$ cat src/rtl/icache_pkg.sv
// Shared definitions for the instruction-cache fetch controller.
// Holds the controller state encoding, the NOP instruction returned on
// non-hit cycles, default geometry, and a helper for the tag width.
package icache_pkg;

    localparam int unsigned ADDR_W              = 32;
    localparam int unsigned DATA_W              = 32;
    localparam int unsigned NUM_LINES_DEF       = 16;
    localparam int unsigned WORDS_PER_LINE_DEF  = 4;

    localparam logic [DATA_W-1:0] NOP_INSTR = 32'h0000_0013;

    typedef enum logic {
        IDLE,
        REFILL
    } state_t;

    // Word-aligned address: 30 significant bits split into tag/index/offset.
    function automatic int unsigned tag_width(input int unsigned idx_w,
                                              input int unsigned off_w);
        return 30 - idx_w - off_w;
    endfunction

    localparam int unsigned IDX_W_DEF = $clog2(NUM_LINES_DEF);
    localparam int unsigned OFF_W_DEF = $clog2(WORDS_PER_LINE_DEF);
    localparam int unsigned TAG_W_DEF = tag_width(IDX_W_DEF, OFF_W_DEF);

endpackage

$ cat src/rtl/icache_data_array.sv
// Direct-mapped storage for the instruction cache: per-line valid bit,
// tag and data words.
// Ports:
//   clk, rst           clock, asynchronous active-high reset (clears valid)
//   rd_idx, rd_word    combinational read address
//   rd_valid, rd_tag   valid bit and tag of line rd_idx
//   rd_data            word rd_word of line rd_idx
//   wr_en              write wr_data into line wr_idx, word wr_word
//   tag_we             write wr_tag into line wr_idx and mark it valid
//   flush              clear every valid bit at the next edge (wins over tag_we)
module icache_data_array
    import icache_pkg::*;
#(
    parameter  int unsigned NUM_LINES      = NUM_LINES_DEF,
    parameter  int unsigned WORDS_PER_LINE = WORDS_PER_LINE_DEF,
    localparam int unsigned IDX_W          = $clog2(NUM_LINES),
    localparam int unsigned OFF_W          = $clog2(WORDS_PER_LINE),
    localparam int unsigned TAG_W          = tag_width(IDX_W, OFF_W)
) (
    input  logic              clk,
    input  logic              rst,
    input  logic [IDX_W-1:0]  rd_idx,
    input  logic [OFF_W-1:0]  rd_word,
    output logic              rd_valid,
    output logic [TAG_W-1:0]  rd_tag,
    output logic [DATA_W-1:0] rd_data,
    input  logic              wr_en,
    input  logic [IDX_W-1:0]  wr_idx,
    input  logic [OFF_W-1:0]  wr_word,
    input  logic [DATA_W-1:0] wr_data,
    input  logic              tag_we,
    input  logic [TAG_W-1:0]  wr_tag,
    input  logic              flush
);

    logic [NUM_LINES-1:0] valid;
    logic [TAG_W-1:0]     tag_arr  [NUM_LINES];
    logic [DATA_W-1:0]    data_arr [NUM_LINES][WORDS_PER_LINE];

    // Flush takes priority so a line completing alongside a fence stays invalid.
    always_ff @(posedge clk or posedge rst) begin
        if (rst) begin
            valid <= '0;
        end else if (flush) begin
            valid <= '0;
        end else if (tag_we) begin
            valid[wr_idx] <= 1'b1;
        end
    end

    always_ff @(posedge clk) begin
        if (wr_en) begin
            data_arr[wr_idx][wr_word] <= wr_data;
        end
        if (tag_we) begin
            tag_arr[wr_idx] <= wr_tag;
        end
    end

    assign rd_valid = valid[rd_idx];
    assign rd_tag   = tag_arr[rd_idx];
    assign rd_data  = data_arr[rd_idx][rd_word];

endmodule

$ cat src/rtl/icache_fetch_ctrl.sv
// Instruction-cache fetch controller. Serves the fetch PC from a
// direct-mapped cache with zero-cycle hit latency, stalls fetch on a miss
// and refills the whole line from main memory starting at word 0.
// Ports:
//   clk, rst        clock, asynchronous active-high reset
//   PC              fetch address (bits [1:0] ignored)
//   fence_i         one-cycle pulse: invalidate the whole cache
//   instr, stall    instruction for PC, valid when stall = 0
//   mem_req         refill request, held for the whole line
//   mem_addr        word-aligned address of the current refill beat
//   mem_rdata       refill data, sampled when mem_ready = 1
//   mem_ready       one refill beat transferred this cycle
module icache_fetch_ctrl
    import icache_pkg::*;
#(
    parameter int unsigned NUM_LINES      = NUM_LINES_DEF,
    parameter int unsigned WORDS_PER_LINE = WORDS_PER_LINE_DEF
) (
    input  logic              clk,
    input  logic              rst,
    input  logic [ADDR_W-1:0] PC,
    input  logic              fence_i,
    output logic [DATA_W-1:0] instr,
    output logic              stall,
    output logic              mem_req,
    output logic [ADDR_W-1:0] mem_addr,
    input  logic [DATA_W-1:0] mem_rdata,
    input  logic              mem_ready
);

    localparam int unsigned IDX_W = $clog2(NUM_LINES);
    localparam int unsigned OFF_W = $clog2(WORDS_PER_LINE);
    localparam int unsigned TAG_W = tag_width(IDX_W, OFF_W);

    logic [OFF_W-1:0] pc_word;
    logic [IDX_W-1:0] pc_idx;
    logic [TAG_W-1:0] pc_tag;
    logic             unused_pc_bits;

    assign pc_word        = PC[OFF_W+1:2];
    assign pc_idx         = PC[OFF_W+IDX_W+1:OFF_W+2];
    assign pc_tag         = PC[ADDR_W-1:OFF_W+IDX_W+2];
    assign unused_pc_bits = ^PC[1:0];

    state_t           state;
    logic [OFF_W-1:0] cnt;
    logic [TAG_W-1:0] miss_tag;
    logic [IDX_W-1:0] miss_idx;
    logic             fence_pend;

    logic              rd_valid;
    logic [TAG_W-1:0]  rd_tag;
    logic [DATA_W-1:0] rd_data;
    logic              hit;
    logic              beat;
    logic              last_beat;
    logic              flush;

    assign hit       = (state == IDLE) && rd_valid && (rd_tag == pc_tag);
    // mem_ready outside an active request is ignored.
    assign beat      = mem_req && mem_ready;
    assign last_beat = beat && (cnt == OFF_W'(WORDS_PER_LINE - 1));
    // A fence seen during refill (pending or on the final beat) wipes the
    // new line too, as the cache drops back to IDLE.
    assign flush     = ((state == IDLE) && fence_i) ||
                       (last_beat && (fence_pend || fence_i));

    icache_data_array #(
        .NUM_LINES      (NUM_LINES),
        .WORDS_PER_LINE (WORDS_PER_LINE)
    ) u_array (
        .clk      (clk),
        .rst      (rst),
        .rd_idx   (pc_idx),
        .rd_word  (pc_word),
        .rd_valid (rd_valid),
        .rd_tag   (rd_tag),
        .rd_data  (rd_data),
        .wr_en    (beat),
        .wr_idx   (miss_idx),
        .wr_word  (cnt),
        .wr_data  (mem_rdata),
        .tag_we   (last_beat),
        .wr_tag   (miss_tag),
        .flush    (flush)
    );

    assign stall    = rst || !hit;
    assign instr    = (!rst && hit) ? rd_data : NOP_INSTR;
    assign mem_addr = {miss_tag, miss_idx, cnt, 2'b00};

    always_ff @(posedge clk or posedge rst) begin
        if (rst) begin
            state      <= IDLE;
            cnt        <= '0;
            miss_tag   <= '0;
            miss_idx   <= '0;
            mem_req    <= 1'b0;
            fence_pend <= 1'b0;
        end else begin
            case (state)
                IDLE: begin
                    if (!hit) begin
                        miss_tag <= pc_tag;
                        miss_idx <= pc_idx;
                        cnt      <= '0;
                        mem_req  <= 1'b1;
                        state    <= REFILL;
                    end
                end
                REFILL: begin
                    if (fence_i) begin
                        fence_pend <= 1'b1;
                    end
                    if (beat) begin
                        cnt <= cnt + 1'b1;
                        if (last_beat) begin
                            mem_req    <= 1'b0;
                            fence_pend <= 1'b0;
                            state      <= IDLE;
                        end
                    end
                end
            endcase
        end
    end

endmodule

$ cat config.mk
export PLATFORM = sky130hd
export DESIGN_NAME = icache_fetch_ctrl
export DESIGN_NICKNAME = d
export VERILOG_FILES = /design/src/rtl/icache_pkg.sv /design/src/rtl/icache_data_array.sv /design/src/rtl/icache_fetch_ctrl.sv
export SDC_FILE = /design/constraint.sdc
export NUM_CORES = 2
export LEC_CHECK = 0
export ABC_CLOCK_PERIOD_IN_PS = 4400
export CAP_MARGIN = 5
export CORE_MARGIN = 2
export CORE_UTILIZATION = 56
export DETAILED_ROUTE_END_ITERATION = 8
export PLACE_DENSITY_LB_ADDON = 0.2
export SETUP_SLACK_MARGIN = 0.2
export SLEW_MARGIN = 0
export SYNTH_ARGS = -nofsm -noshare
export SYNTH_HDL_FRONTEND = slang
export SYNTH_SLANG_ARGS = --single-unit
$ cat constraint.sdc
create_clock -name clk -period 4.4 [get_ports clk]
set_input_delay 0.66 -clock clk [delete_from_list [all_inputs] [get_ports clk]]
set_output_delay 0.66 -clock clk [all_outputs]
set_load 0.02 [all_outputs]
### Yosys cells after proc, flatten, opt, wreduce, memory -nomap -nowiden

Memory sizes are Yosys's and may differ from the RTL's.
Index checks and enable logic that the tools add are counted.

| storage, ports and cells | value |
|---|---|
| latch bits | 0 |
| memories kept | 2 |
| bits in read-only memories | 0 |
| flip-flop bits (word level) | 49 |
| input port bits | 68 |
| bits in writable memories | 2432 |
| output and inout bits | 66 |
| logic and storage cells | 74 |

| operators by class | value |
|---|---|
| bitwise logic cells | 5 |
| eq/ne operators | 5 |
| reduce and logical (&&, ||, !) cells | 18 |
| multiply operators | 0 |
| div/mod/pow operators | 0 |
| shifts and indexed selects | 0 |
| multiplexer cells | 30 |
| order comparisons | 6 |
| $add $sub $neg | 1 |

Memory list:

| memory | depth | bits a word | read ports | clocked after Yosys merged registers in | write ports | RTL line | text |
|---|---|---|---|---|---|---|---|
| u_array.data_arr | 16 | 128 | 1 | 0 | 1 | icache_data_array.sv:38 | `logic [DATA_W-1:0] data_arr [NUM_LINES][WORDS_PER_LINE];` |
| u_array.tag_arr | 16 | 24 | 1 | 0 | 1 | icache_data_array.sv:37 | `logic [TAG_W-1:0] tag_arr [NUM_LINES];` |

Operator list:

| cell | count |
|---|---|
| $mux W128 | 1 |
| $mux W32 | 4 |
| $bmux W32 S2 | 1 |
| $demux W32 S2 | 1 |
| $mux W16 | 2 |
| $eq A24 B24 Y1 | 1 |
| $or A16 B16 Y16 | 1 |
| $mux W1 | 14 |
| $lt A4 B5 Y1 const B | 2 |
| $logic_and A1 B1 Y1 | 9 |
| $ge A3 B3 Y1 const B | 2 |
| $not A2 Y3 | 2 |
| $bmux W1 S4 | 1 |
| $demux W1 S4 | 1 |
| $ge A4 B1 Y1 const B | 1 |
| $mux W2 | 2 |
| $ne A2 B1 Y1 const B | 2 |
| $pmux W1 S2 | 2 |
| $pmux W2 S2 | 1 |
| $reduce_and A2 Y1 | 2 |
| $logic_or A1 B1 Y1 | 3 |
| $lt A3 B1 Y1 const B | 1 |
| $reduce_and A3 Y1 | 1 |
| $add A2 B1 Y2 const B | 1 |
| 5 further kinds | 7 |

### Depth between registers and ports, before layout

| logic depth | value |
|---|---|
| depth in word-level cells | 7 |
| mapped depth | 14 |

### By module

A second synthesis with hierarchy kept.

| unflattened totals | value |
|---|---|
| cell total of the unflattened synthesis | 4127 |
| area, all modules | 94854.7 µm² |

By module, submodules not included:

| module | cells an instance | sequential area each (µm²) | area an instance (µm²) | instances |
|---|---|---|---|---|
| icache_data_array | 3960 | 73430.4 | 93004.2 | 1 |
| icache_fetch_ctrl | 167 | 825.8 | 1850.5 | 1 |

### Worst setup path before layout

OpenSTA, ideal clock, no wires.

| path | value |
|---|---|
| path kind | input port to output port |
| start | in PC[4] |
| end | out instr[13] |
| stages on the path | 10 |
| data required time | 3740 ps |
| path slack | -2 ps |
| buffers on the path | 6 |
| data arrival time | 3742 ps |
| path through | buf_6 > buf_6 > buf_6 > buf_6 > clkbuf_1 > clkbuf_1 > mux4_2 > mux4_2 > mux4_2 > nor2b_1 |

| between the ends | value |
|---|---|
| cells in the longest elaborated chain, start to end | 6 |
| elaborated cells between the ends (all ways) | 12 |
| classes of those cells | 1 x eq/ne; 6 x mux; 3 x reduce/logical; 2 x memory |

Ends and longest elaborated chain:

| element | RTL line | text |
|---|---|---|
| start: declaration | icache_fetch_ctrl.sv:21 | `input logic [ADDR_W-1:0] PC,` |
| branches (longest 5 deep; another with $mem_v2 Z16 W24) | -- |  |
| $mux W32 * | icache_fetch_ctrl.sv:89 | `assign instr = (!rst && hit) ? rd_data : NOP_INSTR;` |
| end: declaration | icache_fetch_ctrl.sv:23 | `output logic [DATA_W-1:0] instr,` |

Every way passes the cells marked *. The select of a mux whose other input is x is not followed.

### Worst setup path after layout

| path | value |
|---|---|
| start | mem u_array.tag_arr[3][11] (netlist name) |
| end | out instr[24] |

| between the ends | value |
|---|---|
| cells in the longest elaborated chain, start to end | 5 |

Ends and longest elaborated chain:

| element | RTL line | text |
|---|---|---|
| start: declaration | icache_data_array.sv:37 |  |
| $mem_v2 Z16 W24 | -- |  |
| $eq A24 B24 Y1 | icache_fetch_ctrl.sv:59 | `assign hit = (state == IDLE) && rd_valid && (rd_tag == pc_tag);` |
| $logic_and A1 B1 Y1 | icache_fetch_ctrl.sv:59 |  |
| $logic_and A1 B1 Y1 | icache_fetch_ctrl.sv:89 |  |
| $mux W32 | icache_fetch_ctrl.sv:89 |  |

No other way between the ends.

==> flow_summary.ini <==
[logic_synthesis]
synth_edf_count = 2432
post_synth_fa_ha_maj_area_fraction_pct = 0.0523
synth-xor-area-share_pct = 0.320
ys_ff_latch = 2481
yosysSeqAreaShare_pct = 77.6
synth.area.top_cells = edfxtp_1, mux4_2, dfrtp_1
synth_area_leader_cell = edfxtp_1
synth.area.mux_share_pct = 19.0
commonest_cells_post_synth = edfxtp_1, mux4_2, clkbuf_1, nor2_1, mux2i_1
postSynth.asyncResetShare_pct = 1.98
ys.warnings.count = 0
syn_inst = 3913
postSynthAreaPerCell_sq_um = 24.5
synth_area_sq_um = 95700
dominantRegCellSynth = edfxtp_1
library_cell_with_the_highest_instance_count_after_synthesis = edfxtp_1
synth-compound-area-share_pct = 0.713
netlist-cell-type-count = 76
netlist.area_leader.share_pct = 76.3
synth-simple-area-share_pct = 1.22
synth_top_family_by_area = multiplexers

[die]
floorplan.core_area_sq_um = 169000
initial_utilization_pct = 56.5
die_height_um = 417
die_area_sq_um = 174000
chipWidth_um = 417
i_o_pins = 134
row_count = 151

[critical_path]
worstPathMaxFanout = 5
worst_path_max_delay_cell = mux4_2
reg2reg_slack_ns = 1.06
crit_chain = mux4_2 > mux4_2 > xor2_4 > nand4bb_4 > nor4_4 > nand4_1 > buf_12 > buf_12 > buf_8 > nor2b_1 > buf_4
worst-endpoint-arrival_ns = 3.90
timing.rr.start = miss_idx[2]
critical_path_type = reg -> out
worst-path-buf-inv = 4
critical-path-top-delay-family = multiplexers
worstSetupStartpoint = u_array.tag_arr[3][11]
worst-path-stages = 11
critical_path.reg2reg.endpoint = u_array.data_arr[7][103]
worst_setup_path_start_kind = flip-flop
worst_ep_required_time_ns = 3.74
critPathCaptureType = primary output
crit_end = instr[24]
worst_r2r_path_depth = 4
timing.critical_path.slowest_cell_delay_ns = 0.53

[cells_and_area]
syn2layout_area_growth_pct = 15.2
finalCoreUtilization_pct = 65.1
finish.net_count = 4488
drive_above_1_share_pct = 35.5
layout.filler_cells = 10600

[place]
port_buffers = 129
preCtsSetupSlack_ns = -0.548
place.detailed.hpwl_mm = 135
place_congestion = 0.847

[sta]
min_period_over_period_pct = 104
hold_ws_ns = 0.380
finalMaxSlewViolations = 0
grt_setup_unrepaired = true
final-setup-viol-count = 32
finalWorstPathRequiredPeriod_ns = 4.56
fmax_ghz = 0.219
fin_worst_skew_ns = 0.0299
worst_setup_slack_after_layout_ns = -0.160
worst_slew_margin_rel_pct = 14.8
report.final.hold_viol_count = 0
worst_slew_pin_slew_ns = 1.28

[drt]
drt_iter0_drc = 6041
wirelength_mm = 242
drcViolationCount = 0
detail_route.first_pass.iterations = 8
wire_per_inst_um = 35.4
route.detailed.vias_per_inst = 6.66
via_count = 45600
route.antenna.remaining_nets = 0

[global_routing]
grt_max_degree = 65
grt_resource_usage_total_pct = 28.1
globalRoute.totalOverflow = 0
antenna_violations_before_repair = 30
grt_pass1_wl_mm = 340
grt_pass1_vias = 45600

[clocking]
cts_root_buf = clkbuf_16
tritoncts_clock_tree = done
clock_latency_ns = 0.87
h_tree_lvls = 4
count_of_hold_buffers_inserted_by_post_cts_repair = 0
cts_inserted_buffers = 235
clock-sinks = 2481
clockBufferDepth = 3
clk_transition_reported_paths_ns = 0.06

[pwr]
static-leakage-power_nw = 34.9
power_density_nw_per_um2 = 472
power.ir.vdd_worst_mv = 0.441

[min_path]
min_path_type = in -> reg

[status]
failing_checks = setup timing
status = complete, but fails checks

[job]
max_cap_viol_count = 0
## how the worst min path moves through the flow
stage | start | endpoint | slack (ns) | depth (start not counted)
2_1_floorplan | u_array.valid[10] | u_array.valid[10] | 0.46 | 2
6_report | PC[7] | miss_idx[3] | 0.38 | 3
4_1_cts | PC[7] | miss_idx[3] | 0.30 | 3
3_3_place_gp | u_array.valid[5] | u_array.valid[5] | 0.47 | 2
5_1_grt | PC[7] | miss_idx[3] | 0.34 | 3
3_5_place_dp | u_array.valid[4] | u_array.valid[4] | 0.49 | 2
## cells in the final DEF, fill, tap and decap left out, types with 22 or more instances in the layout
| cell type | n |
|---|---|
| clkbuf_16 | 239 |
| mux2i_1 | 52 |
| diode_2 | 22 |
| mux4_2 | 762 |
| clkdlybuf4s50_1 | 58 |
| nand2_1 | 25 |
| dfrtp_1 | 49 |
| edfxtp_1 | 2432 |
| buf_6 | 27 |
| clkinv_1 | 47 |
| clkbuf_1 | 61 |
| nor2_1 | 36 |
| buf_2 | 33 |
| nor2b_1 | 24 |
| buf_4 | 279 |
| clkinv_2 | 30 |
| buf_12 | 67 |
| nor2_4 | 64 |
## power breakdown
part / internal [mW] / switching, mW
clock network: 10.8 / 8.53
logic: 1.90 / 2.75
registers: 27.3 / 0.837
## layout make-up
class	instances	area, sq um	area share, %
antenna	22	55.1	0.0499
clock inverter	112	960	0.870
multi-input combinational	1209	21100	19.1
clock buffer	312	6350	5.76
inverter	13	48.8	0.0443
timing repair buffer	476	4750	4.31
tap	2218	2780	2.52
sequential	2481	74300	67.3
## cell families after synthesis
group,Yosys count
AO/OA/AOI/OAI,88
other,1
flip-flops,2481
adder cells (fa/ha/maj),4
XOR/XNOR,35
buffers and inverters,224
AND/OR/NAND/NOR,230
multiplexers,850
## sequential cells by signal, summed over array words and instances, names as in the netlist
register          cells
u_array.data_arr   2048
u_array.tag_arr     384
miss_tag             24
u_array.valid        16
miss_idx              4
cnt                   2
fence_pend            1
mem_req               1
state                 1
## worst register-to-register path, cell delays in order (launching register included)
cell and delay, ns:
dfrtp_1 0.70, nor2b_1 0.64, nand3_1 0.60, nor2_4 0.73, buf_12 0.30
## metrics by stage
step                      total power, mW  instance area [sq um]  instances  TNS [ns]
after floorplan                      30.7                  95800       3914         0
after global placement               33.1                 102000       6377    -12.32
after detailed placement             33.2                 102000       6377    -11.97
after CTS                            52.3                 110000       6810     -4.81
after global routing                 53.5                 110000       6840     -5.02
final                                52.1                 110000       6843     -2.08
## routing by layer
layer	global-route usage, %	up-vias	wire, um
li1	-	18000	-
met5	0	-	36
met1	39.9	24800	92900
met4	10.2	8	8050
met2	44.4	2484	119000
met3	5.25	358	22100
## what timing repair did
item	4_1_cts	5_1_grt
pin swaps	10	5
gates cloned	1	2
setup endpoints to repair	33	33
resized for setup	145	27
setup buffers	8	9
(Power assumes the default switching activity.)
